File: src/rtl/pixel_pack_fifo.sv
`default_nettype none
// ============================================================================
// Module      : pixel_pack_fifo
// Description : Packs an even/odd pixel pair (2 x RGB888) into one 48-bit beat.
//               Stores the beat in a DEPTH-entry FIFO together with
//               end-of-row and end-of-frame tags derived from frame geometry.
//               A small frame FSM tracks one frame at a time:
//               IDLE -> ACTIVE -> DRAIN -> DONE -> IDLE.
// Ports       : HCLK, HRESET         clock, synchronous active-high reset
//               HSYNC, DATA_*0/1     input beat valid + even/odd pixel
//               m_valid/m_ready      output handshake
//               m_data/m_eol/m_eof   head beat and its row/frame tags
//               fifo_level           occupied entries, 0..DEPTH
//               overflow             sticky "an input beat was dropped"
//               frame_done           one-cycle pulse once a frame has drained
// Revision    : 1.0 - initial release
// ============================================================================
module pixel_pack_fifo #(
  parameter int WIDTH  = 768,
  parameter int HEIGHT = 512,
  parameter int DEPTH  = 16,
  parameter int ADDR_W = 4
) (
  input  logic              HCLK,
  input  logic              HRESET,
  input  logic              HSYNC,
  input  logic [7:0]        DATA_R0,
  input  logic [7:0]        DATA_G0,
  input  logic [7:0]        DATA_B0,
  input  logic [7:0]        DATA_R1,
  input  logic [7:0]        DATA_G1,
  input  logic [7:0]        DATA_B1,
  output logic              m_valid,
  input  logic              m_ready,
  output logic [47:0]       m_data,
  output logic              m_eol,
  output logic              m_eof,
  output logic [ADDR_W:0]   fifo_level,
  output logic              overflow,
  output logic              frame_done
);

  localparam int BEATS = WIDTH / 2;
  localparam int COL_W = (BEATS > 1) ? $clog2(BEATS) : 1;
  localparam int ROW_W = (HEIGHT > 1) ? $clog2(HEIGHT) : 1;
  localparam int LVL_W = ADDR_W + 1;

  typedef enum logic [1:0] {
    ST_IDLE   = 2'd0,
    ST_ACTIVE = 2'd1,
    ST_DRAIN  = 2'd2,
    ST_DONE   = 2'd3
  } state_t;

  state_t             state;
  logic [49:0]        mem [DEPTH];   // {eof, eol, pixel pair}
  logic [ADDR_W-1:0]  wr_ptr;
  logic [ADDR_W-1:0]  rd_ptr;
  logic [COL_W-1:0]   in_col;
  logic [ROW_W-1:0]   in_row;

  logic               accepting;
  logic               pop;
  logic               push;
  logic               full;
  logic               tag_eol;
  logic               tag_eof;
  logic [LVL_W-1:0]   level_next;
  logic [47:0]        pixel_pair;
  logic [49:0]        head;

  assign pixel_pair = {DATA_R1, DATA_G1, DATA_B1, DATA_R0, DATA_G0, DATA_B0};

  assign accepting = (state == ST_IDLE) || (state == ST_ACTIVE);
  assign full      = (fifo_level == LVL_W'(DEPTH));
  assign pop       = m_valid && m_ready;
  // A full FIFO still takes a beat when the head leaves in the same cycle.
  assign push      = accepting && HSYNC && (!full || pop);

  assign tag_eol   = (in_col == COL_W'(BEATS - 1));
  assign tag_eof   = tag_eol && (in_row == ROW_W'(HEIGHT - 1));

  always_comb begin
    level_next = fifo_level;
    if (push && !pop) begin
      level_next = fifo_level + LVL_W'(1);
    end else if (pop && !push) begin
      level_next = fifo_level - LVL_W'(1);
    end
  end

  // Outputs come from registered state only; gating with m_valid keeps the
  // uncleared storage invisible after reset.
  assign head    = mem[rd_ptr];
  assign m_valid = (fifo_level != '0);
  assign m_data  = m_valid ? head[47:0] : 48'd0;
  assign m_eol   = m_valid && head[48];
  assign m_eof   = m_valid && head[49];

  // Storage needs no reset; pointers and level define what is valid.
  always_ff @(posedge HCLK) begin
    if (!HRESET && push) begin
      mem[wr_ptr] <= {tag_eof, tag_eol, pixel_pair};
    end
  end

  always_ff @(posedge HCLK) begin
    if (HRESET) begin
      state      <= ST_IDLE;
      wr_ptr     <= '0;
      rd_ptr     <= '0;
      fifo_level <= '0;
      in_col     <= '0;
      in_row     <= '0;
      overflow   <= 1'b0;
      frame_done <= 1'b0;
    end else begin
      fifo_level <= level_next;
      frame_done <= 1'b0;
      if (push) begin
        wr_ptr <= wr_ptr + ADDR_W'(1);
      end
      if (pop) begin
        rd_ptr <= rd_ptr + ADDR_W'(1);
      end
      // Covers both a full FIFO while accepting and any beat after the frame
      // end while the frame is still draining.
      if (HSYNC && !push) begin
        overflow <= 1'b1;
      end

      case (state)
        ST_IDLE, ST_ACTIVE: begin
          if (HSYNC) begin
            // Geometry advances even for dropped beats so tags stay aligned.
            if (tag_eol) begin
              in_col <= '0;
              in_row <= tag_eof ? '0 : in_row + ROW_W'(1);
            end else begin
              in_col <= in_col + COL_W'(1);
            end
            state <= tag_eof ? ST_DRAIN : ST_ACTIVE;
          end
        end
        ST_DRAIN: begin
          if (level_next == '0) begin
            state      <= ST_DONE;
            frame_done <= 1'b1;
          end
        end
        ST_DONE: begin
          in_col <= '0;
          in_row <= '0;
          state  <= ST_IDLE;
        end
        default: state <= ST_IDLE;
      endcase
    end
  end

endmodule
`default_nettype wire

File: config.mk
export PLATFORM = sky130hd
export DESIGN_NAME = pixel_pack_fifo
export DESIGN_NICKNAME = d
export VERILOG_FILES = /design/src/rtl/pixel_pack_fifo.sv
export SDC_FILE = /design/constraint.sdc
export NUM_CORES = 1
export LEC_CHECK = 0
export BUFFER_PORTS_ARGS = -buffer_cell sky130_fd_sc_hd__clkbuf_2
export CORE_MARGIN = 3
export CORE_UTILIZATION = 35
export DETAILED_ROUTE_END_ITERATION = 6
export PLACE_DENSITY = 0.51
export SYNTH_ARGS = -nofsm -noshare
export SYNTH_HDL_FRONTEND = slang
export SYNTH_SLANG_ARGS = --single-unit
File: constraint.sdc
create_clock -name HCLK -period 5.7 [get_ports HCLK]
set_input_delay 1.14 -clock HCLK [delete_from_list [all_inputs] [get_ports HCLK]]
set_output_delay 1.14 -clock HCLK [all_outputs]
set_load 0.02 [all_outputs]
==> impl_metrics.toml, run 1 <==
[outcome]
status = "finished, final reports clean"

[sta]
tightest_slew_ns = 1.08
drv_slew = 0
slew_headroom_pct = 27.7
fmax_mhz = 218
setup-violations-final = 0
hold_violations = 0
holdWs_ns = 0.485
setup_tns_ns = 0
fin_crit_sh_pct = 80.4
rsz0062_at_grt = "false"
min_period_ns = 4.58
fin_skew_ns = 0.0211

[floorplan]
die_height_um = 310
rows = 110
dieWidth_um = 310
fp.coreArea_sq_um = 90800
start_util_pct = 35.6
io_pins = 110
die-area_sq_um = 96000

[pwr]
power_density_nw_per_um2 = 382
p_leak_uw = 0.0115
irDropWorstVdd_mv = 0.214
total_power_uw = 14300

[synthesis]
synth.most_common_cell = "edfxtp_1"
synthDistinctLibCells = 49
synth-seq-cells = 839
synth_top_area_cell = "edfxtp_1"
synthFlopType = "edfxtp_1"
ys_seq_area_share_pct = 76.8
mappedNetlistNets = 1481
synthTopCellsByArea = "edfxtp_1 74%, mux4_2 17%, dfxtp_1 2.4%"
syn-cell-area_sq_um = 32300
avgSynthCellArea_sq_um = 22.8
yosys_warnings = 0
synthCells = 1419
yosys.area.top_type_share_pct = 74.3
ys_top_cells_by_count = "800 x edfxtp_1, 250 x mux4_2, 50 x and2_1, 47 x nor2_1, 43 x clkbuf_1"
synthArstFlopShare_pct = 0
synth-edff-count = 800

[global_route]
grt_first_pass_wirelength_um = 110000
grt-ovfl-total = 0
grt_start_max_net_pins = 56
antenna_found_initial = 7
track_usage_pct = 15.7
grt_pass1_vias = 16000

[detailed_routing]
ant_nets = 0
dr.pass1.iters = 5
wl_per_cell_um = 26.0
viasPerCell = 5.25
wirelength_um = 73800
wl_met3_um = 3800
top_layer = "met5"
drc = 0
drt_iter0_drc = 1237
wl_met2_um = 36300
vias = 14900
wl_met1_um = 32300

[setup_path]
crit_path_max_fanout = 33
criticalPathCategory = "register to output port"
r2r_cells = 7
cp-end-kind = "output port"
rr_startpoint = "fifo_level[0]"
required_ns = 4.56
worstPathArrival_ns = 3.44
worstSetupStartpointType = "register"

[cells_and_area]
layout-drive-gt1-share_pct = 32.7
fin_util_pct = 41.2
area_growth_pct = 15.9
final_nets = 1650

[clocking]
cts_resized = 0
cts_buffers = 89
postCtsSetupBuffers = 0
cts_root_buf = "clkbuf_16"
cts.sinks = 839
cts-htree-levels = 3
cts_buffer_depth = 3
cts_tree = "done"
cts_hold_buf = 0
path_clk_slew_ns = 0.05
clock_latency_ns = 0.63

[worst_hold_path]
min_path_cells = 2
worst_hold_path_type = "register to register"
min_from = "overflow"

[placed_design]
numPortBuffers = 109
globalplace.congestion = 0.696
hpwl_um = 40300

[job]
maxCapViolations = 0
cell families (layout without fill, tap and decap cells):
family          Yosys count  count (layout)  synth area share (%)
compound gates           49              49                 0.972
xor+xnor                 12              12                 0.325
fa+ha+maj                10              10                 0.387
buf+inv                  85             327                  1.18
flops                   839             839                  76.8
mux                     252             252                  17.5
other cells               0               3                     0
simple gates            172             172                  2.89
final cells by class:
type                    count  area [sq um]
diodes                      3          7.51
clock buffers             117          2370
clock inverters            47           393
fillers                  7938         53400
inverters                  10          37.5
multi-input cells         495          7250
flip-flops and latches    839         24800
well taps                1176          1470
repair buffers            153          1090
critical path: stages (launching register included):
cell      delay [ns]
dfxtp_4         0.85
buf_4           0.49
mux4_2          0.55
mux4_2          0.52
and2_1          0.19
clkbuf_2        0.15
final timing paths:
check	slack [ns]	endpoint
worst max register to register	2.31	mem[1][43]
worst min register to register	0.49	overflow
worst max-delay path	1.12	m_data[33]
worst min-delay path	0.49	overflow
flip-flops by register name, summed over array words and instances (netlist names), named ones only:
| register | cells |
|---|---|
| fifo_level | 5 |
| frame_done | 1 |
| in_col | 9 |
| in_row | 9 |
| mem | 800 |
| overflow | 1 |
| rd_ptr | 4 |
| state | 2 |
| wr_ptr | 4 |
routing by layer:
metal / global-route usage [%] / up-vias
met4: 3.96 / 10
met2: 25.6 / 363
met5: 0.990 / -
met1: 21.8 / 8078
li1: - / 6351
met3: 2.89 / 103
stage by stage:
| stage | instance area [sq um] | std cells | setup slack [ns] |
|---|---|---|---|
| after floorplan | 32300 | 1419 | 1.11 |
| after global placement | 34700 | 2673 | 1.69 |
| after detailed placement | 34700 | 2673 | 1.65 |
| after CTS | 37400 | 2837 | 1.00 |
| after global routing | 37400 | 2837 | 0.882 |
| final | 37400 | 2840 | 1.12 |
cells in the final DEF, fill, tap and decap left out, types with 5 or more instances in the layout:
master	count
bufinv_16	5
clkinv_2	9
buf_12	17
nor2_1	31
xor2_1	8
dfxtp_1	35
nand4_1	12
and3_1	5
mux4_2	250
nand2_1	18
o21ai_0	8
buf_4	27
a21oi_1	19
nor2_4	16
inv_1	9
clkbuf_2	109
clkinv_1	24
and2_1	50
clkbuf_16	90
clkbuf_1	25
ha_1	10
edfxtp_1	800
nand3_1	8
nor3_1	6
report_power, final:
part	switching (uW)	leakage, uW	internal, uW
Sequential	102	0.00756	6800
Clock	2330	0.00133	3160
Combinational	996	0.00262	899
Total	3420	0.0115	10900
No activity file was read; power rests on OpenSTA's default activity.
==> run 2, diff against run 1 <==
==> constraint.sdc (replaced) <==
create_clock -name HCLK -period 4.5 [get_ports HCLK]
set_input_delay 0.9 -clock HCLK [delete_from_list [all_inputs] [get_ports HCLK]]
set_output_delay 0.9 -clock HCLK [all_outputs]
set_load 0.02 [all_outputs]
==> impl_metrics.toml, run 2 (same netlist as run 1, synthesis figures left out) <==
[floorplan]
die-area_sq_um = 96000
io_pins = 110
dieWidth_um = 310
die_height_um = 310
rows = 110
fp.coreArea_sq_um = 90800
start_util_pct = 35.6

[placed_design]
dpl_cell_area_sq_um = 34700
globalplace.congestion = 0.715
numPortBuffers = 109
hpwl_um = 39000

[detailed_routing]
drt_iter0_drc = 1192
wl_per_cell_um = 26.2
viasPerCell = 5.25
drc = 0
wirelength_um = 74400
vias = 14900
dr.pass1.iters = 4
ant_nets = 0

[sta]
holdWs_ns = 0.468
slew_headroom_pct = 29.3
drv_slew = 0
fmax_mhz = 241
fin_crit_sh_pct = 92.3
rsz0062_at_grt = "false"
fin_skew_ns = 0.0204
setup-violations-final = 0
tightest_slew_ns = 1.06
min_period_ns = 4.15
hold_violations = 0
setup_tns_ns = 0

[cells_and_area]
largestRegisters = "mem x800, in_col x9, in_row x9"
fin_area_sq_um = 37400
top_register = "mem"
layout-drive-gt1-share_pct = 33.4
area_growth_pct = 15.8
final_nets = 1659
largest_reg_flops = 800
layout_common_cells = "800 x edfxtp_1, 250 x mux4_2, 109 x clkbuf_2"
final_common_cell = "edfxtp_1"

[clocking]
cts_root_buf = "clkbuf_16"
cts_buffers = 90
cts_hold_buf = 0
cts-htree-levels = 3
cts_buffer_depth = 3
cts_resized = 0
cts.sinks = 839
path_clk_slew_ns = 0.06
cts_tree = "done"
clock_latency_ns = 0.64
postCtsSetupBuffers = 0

[setup_path]
criticalPathCategory = "register to output port"
worstPathArrival_ns = 3.25
cp-end-kind = "output port"
crit_path_max_fanout = 33
required_ns = 3.60
worstSetupStartpoint = "fifo_level[1]"
rr_startpoint = "fifo_level[1]"
worstSetupStartpointType = "register"

[pwr]
power_density_nw_per_um2 = 481
p_leak_uw = 0.0115
irDropWorstVdd_mv = 0.295

[global_route]
grt_first_pass_wirelength_um = 110000
antenna_found_initial = 4
grt-ovfl-total = 0
track_usage_pct = 15.8
grt_pass1_vias = 16100
grt_start_max_net_pins = 71

[worst_hold_path]
min_from = "overflow"
worst_hold_path_type = "register to register"

[outcome]
status = "finished, final reports clean"

[job]
maxCapViolations = 0
[run 2: cell count changes in the layout (fill, tap and decap cells not counted), moves of 3 or more]
cell,previous run,this run
inv_6,1,5
clkinv_2,9,14
clkbuf_1,25,18
buf_4,27,36
clkinv_1,24,20
clkinvlp_4,4,1
[run 2: per-layer routing]
metal	track usage, %	part of all wire [%]
met5	0	0.017
met4	3.96	1.7
met3	2.91	4.8
met2	26.0	49
met1	21.8	44
[run 2: worst paths after layout]
kind | to | slack (ns) | cells after the start
max | m_data[6] | 0.35 | 7
min | overflow | 0.47 | 2
max reg2reg | state[0] | 1.35 | 9
min reg2reg | overflow | 0.47 | 2
[run 2: critical path, stage by stage, from the launching register on]
cell and delay (ns):
dfxtp_1 0.38, inv_1 0.11, ha_1 0.22, nor4b_2 0.54, inv_2 0.59, buf_12 0.36
and2_1 0.21, clkbuf_2 0.18
[run 2: report_power, final]
part | switching, uW | total (uW) | internal (uW)
clock | 2930 | 6850 | 3920
sequential | 84.0 | 8700 | 8620
combinational | 1320 | 2470 | 1150
total | 4340 | 18000 | 13700
[run 2: metrics by stage]
step | total power [uW] | utilization (%) | setup WS [ns] | cells
after CTS | 18300 | 41.2 | 0.273 | 2838
after global routing | 18700 | 41.2 | 0.160 | 2838
after global placement | 11400 | 38.2 | 0.978 | 2681
final | 18000 | 41.2 | 0.349 | 2840
after floorplan | 10600 | - | 0.151 | 1419
after detailed placement | 11400 | 38.2 | 0.973 | 2681
[run 2: cell type report]
cell class | count | area (sq um)
Multi-Input combinational cell | 495 | 7250
Clock buffer | 110 | 2370
Sequential cell | 839 | 24800
Fill cell | 7987 | 53400
Inverter | 10 | 37.5
Timing Repair Buffer | 161 | 1140
Antenna cell | 2 | 5.00
Tap cell | 1176 | 1470
Clock inverter | 47 | 345
==> run 3, diff against run 2 <==
--- a/config.mk
+++ b/config.mk
@@ -7,9 +7,9 @@
 export LEC_CHECK = 0
 export BUFFER_PORTS_ARGS = -buffer_cell sky130_fd_sc_hd__clkbuf_2
 export CORE_MARGIN = 3
-export CORE_UTILIZATION = 35
+export CORE_UTILIZATION = 40
 export DETAILED_ROUTE_END_ITERATION = 6
-export PLACE_DENSITY = 0.51
+export PLACE_DENSITY = 0.52
 export SYNTH_ARGS = -nofsm -noshare
 export SYNTH_HDL_FRONTEND = slang
 export SYNTH_SLANG_ARGS = --single-unit
==> impl_metrics.toml, run 3 (same netlist as run 1, synthesis figures left out) <==
[outcome]
status = "finished, final reports clean"

[placed_design]
hpwl_um = 39400
numPortBuffers = 109
globalplace.congestion = 0.711
placed_cells = 2551
dpl_cell_area_sq_um = 34600

[setup_path]
criticalPathCategory = "register to output port"
required_ns = 3.60
reg2reg_setup_slack_ns = 1.26
cp-end-kind = "output port"
r2r_cells = 7
worstSetupStartpointType = "register"
r2r-end = "mem[2][32]"
rr_startpoint = "fifo_level[1]"
crit_path_max_fanout = 18
cp-endpoint = "m_data[22]"
worstPathArrival_ns = 3.15

[detailed_routing]
wirelength_um = 72400
wl_per_cell_um = 26.7
dr.pass1.iters = 5
ant_nets = 0
drt_iter0_drc = 1111
vias = 14800
viasPerCell = 5.47
drc = 0

[job]
maxCapViolations = 0

[cells_and_area]
stdcell_count = 2713
final_nets = 1653
largestRegisters = "mem x800, in_col x9, in_row x9"
largest_reg_flops = 800
layout-drive-gt1-share_pct = 33.1
layout_common_cells = "800 x edfxtp_1, 250 x mux4_2, 109 x clkbuf_2"
top_register = "mem"
area_growth_pct = 15.4
final_common_cell = "edfxtp_1"
fin_area_sq_um = 37300

[floorplan]
dieWidth_um = 290
die_height_um = 290
die-area_sq_um = 84200
rows = 103
start_util_pct = 40.6
io_pins = 110
fp.coreArea_sq_um = 79500

[clocking]
cts-htree-levels = 3
cts_buffer_depth = 3
cts.sinks = 839
cts_root_buf = "clkbuf_16"
postCtsSetupBuffers = 0
cts_hold_buf = 0
cts_buffers = 88
cts_tree = "done"
cts_resized = 0
path_clk_slew_ns = 0.06
clock_latency_ns = 0.62

[pwr]
power_density_nw_per_um2 = 483
switching_share_pct = 23.8
power_frac_clock_pct = 37.9
p_switching_uw = 4290
p_int_uw = 13700
total_power_uw = 18000
p_leak_uw = 0.0115
p_comb_share_pct = 13.7
irDropWorstVdd_mv = 0.373
seq_power_share_pct = 48.4

[global_route]
grt-ovfl-total = 0
grt_first_pass_wirelength_um = 108000
antenna_found_initial = 6
grt_start_max_net_pins = 51
grt_pass1_vias = 15900
grt_use_met2_pct = 28.4
track_usage_pct = 17.4
top_usage_layer = "met2"
use_met1_pct = 24.4
grt.met3_usage_pct = 3.28

[sta]
drv_slew = 0
min_period_ns = 4.05
setup_tns_ns = 0
fin_skew_ns = 0.0136
hold_violations = 0
tightest_slew_ns = 1.11
holdWs_ns = 0.479
rsz0062_at_grt = "false"
slew_headroom_pct = 25.7
setup-violations-final = 0
fin_crit_sh_pct = 89.9
fmax_mhz = 247

[worst_hold_path]
worst_hold_path_type = "register to register"
min_path_cells = 2
run 3: cell types whose count changed in the layout (fill, tap and decap cells not counted), sizes merged:
cell | previous run | this run
inv | 18 | 12
clkbuf | 219 | 224
buf | 52 | 48
clkinv | 35 | 31
clkinvlp | 1 | 5
diode | 2 | 5
bufinv | 3 | 4
run 3: worst max-delay path, cell delays in order, from the launching register on:
cell and delay, ns:
dfxtp_4 0.61, buf_12 0.26, buf_12 0.22, mux4_2 0.55, mux4_2 0.51, and2_1 0.19
clkbuf_2 0.15
run 3: layout make-up:
type | count | area, sq um
diodes | 5 | 12.5
clock buffers | 115 | 2350
clock inverters | 42 | 342
fillers | 6533 | 42200
inverters | 10 | 37.5
multi-input cells | 495 | 7250
flip-flops and latches | 839 | 24800
well taps | 1050 | 1310
repair buffers | 157 | 1170
run 3: stage by stage:
stage          setup WS, ns  util (%)
2_1_floorplan         0.151         -
4_1_cts               0.337      46.9
6_report              0.454      46.9
3_3_place_gp          0.906      43.5
3_5_place_dp          0.754      43.5
5_1_grt               0.281      46.9
run 3: power groups by stage:
stage	clock network (uW)	registers, uW	logic [uW]
floorplan	0	8820	1760
global route	7330	8710	2700
global placement	0	8870	2550
detailed placement	0	8870	2570
CTS	7000	8710	2570
finish	6820	8700	2470
run 3: worst min path at each step:
| stage | start | end |
|---|---|---|
| finish | rd_ptr[3] | register |
| global placement | overflow | overflow |
| detailed placement | rd_ptr[3] | register |
| floorplan | rd_ptr[3] | register |
| global route | rd_ptr[3] | register |
| CTS | rd_ptr[3] | register |
run 3: metal layers:
| layer | wire [um] | vias up | share of wire, % |
|---|---|---|---|
| met5 | 27 | - | 0.037 |
| met4 | 1330 | 4 | 1.8 |
| met3 | 3490 | 100 | 4.8 |
| met2 | 35900 | 327 | 50 |
| met1 | 31600 | 8073 | 44 |
| li1 | - | 6340 | - |
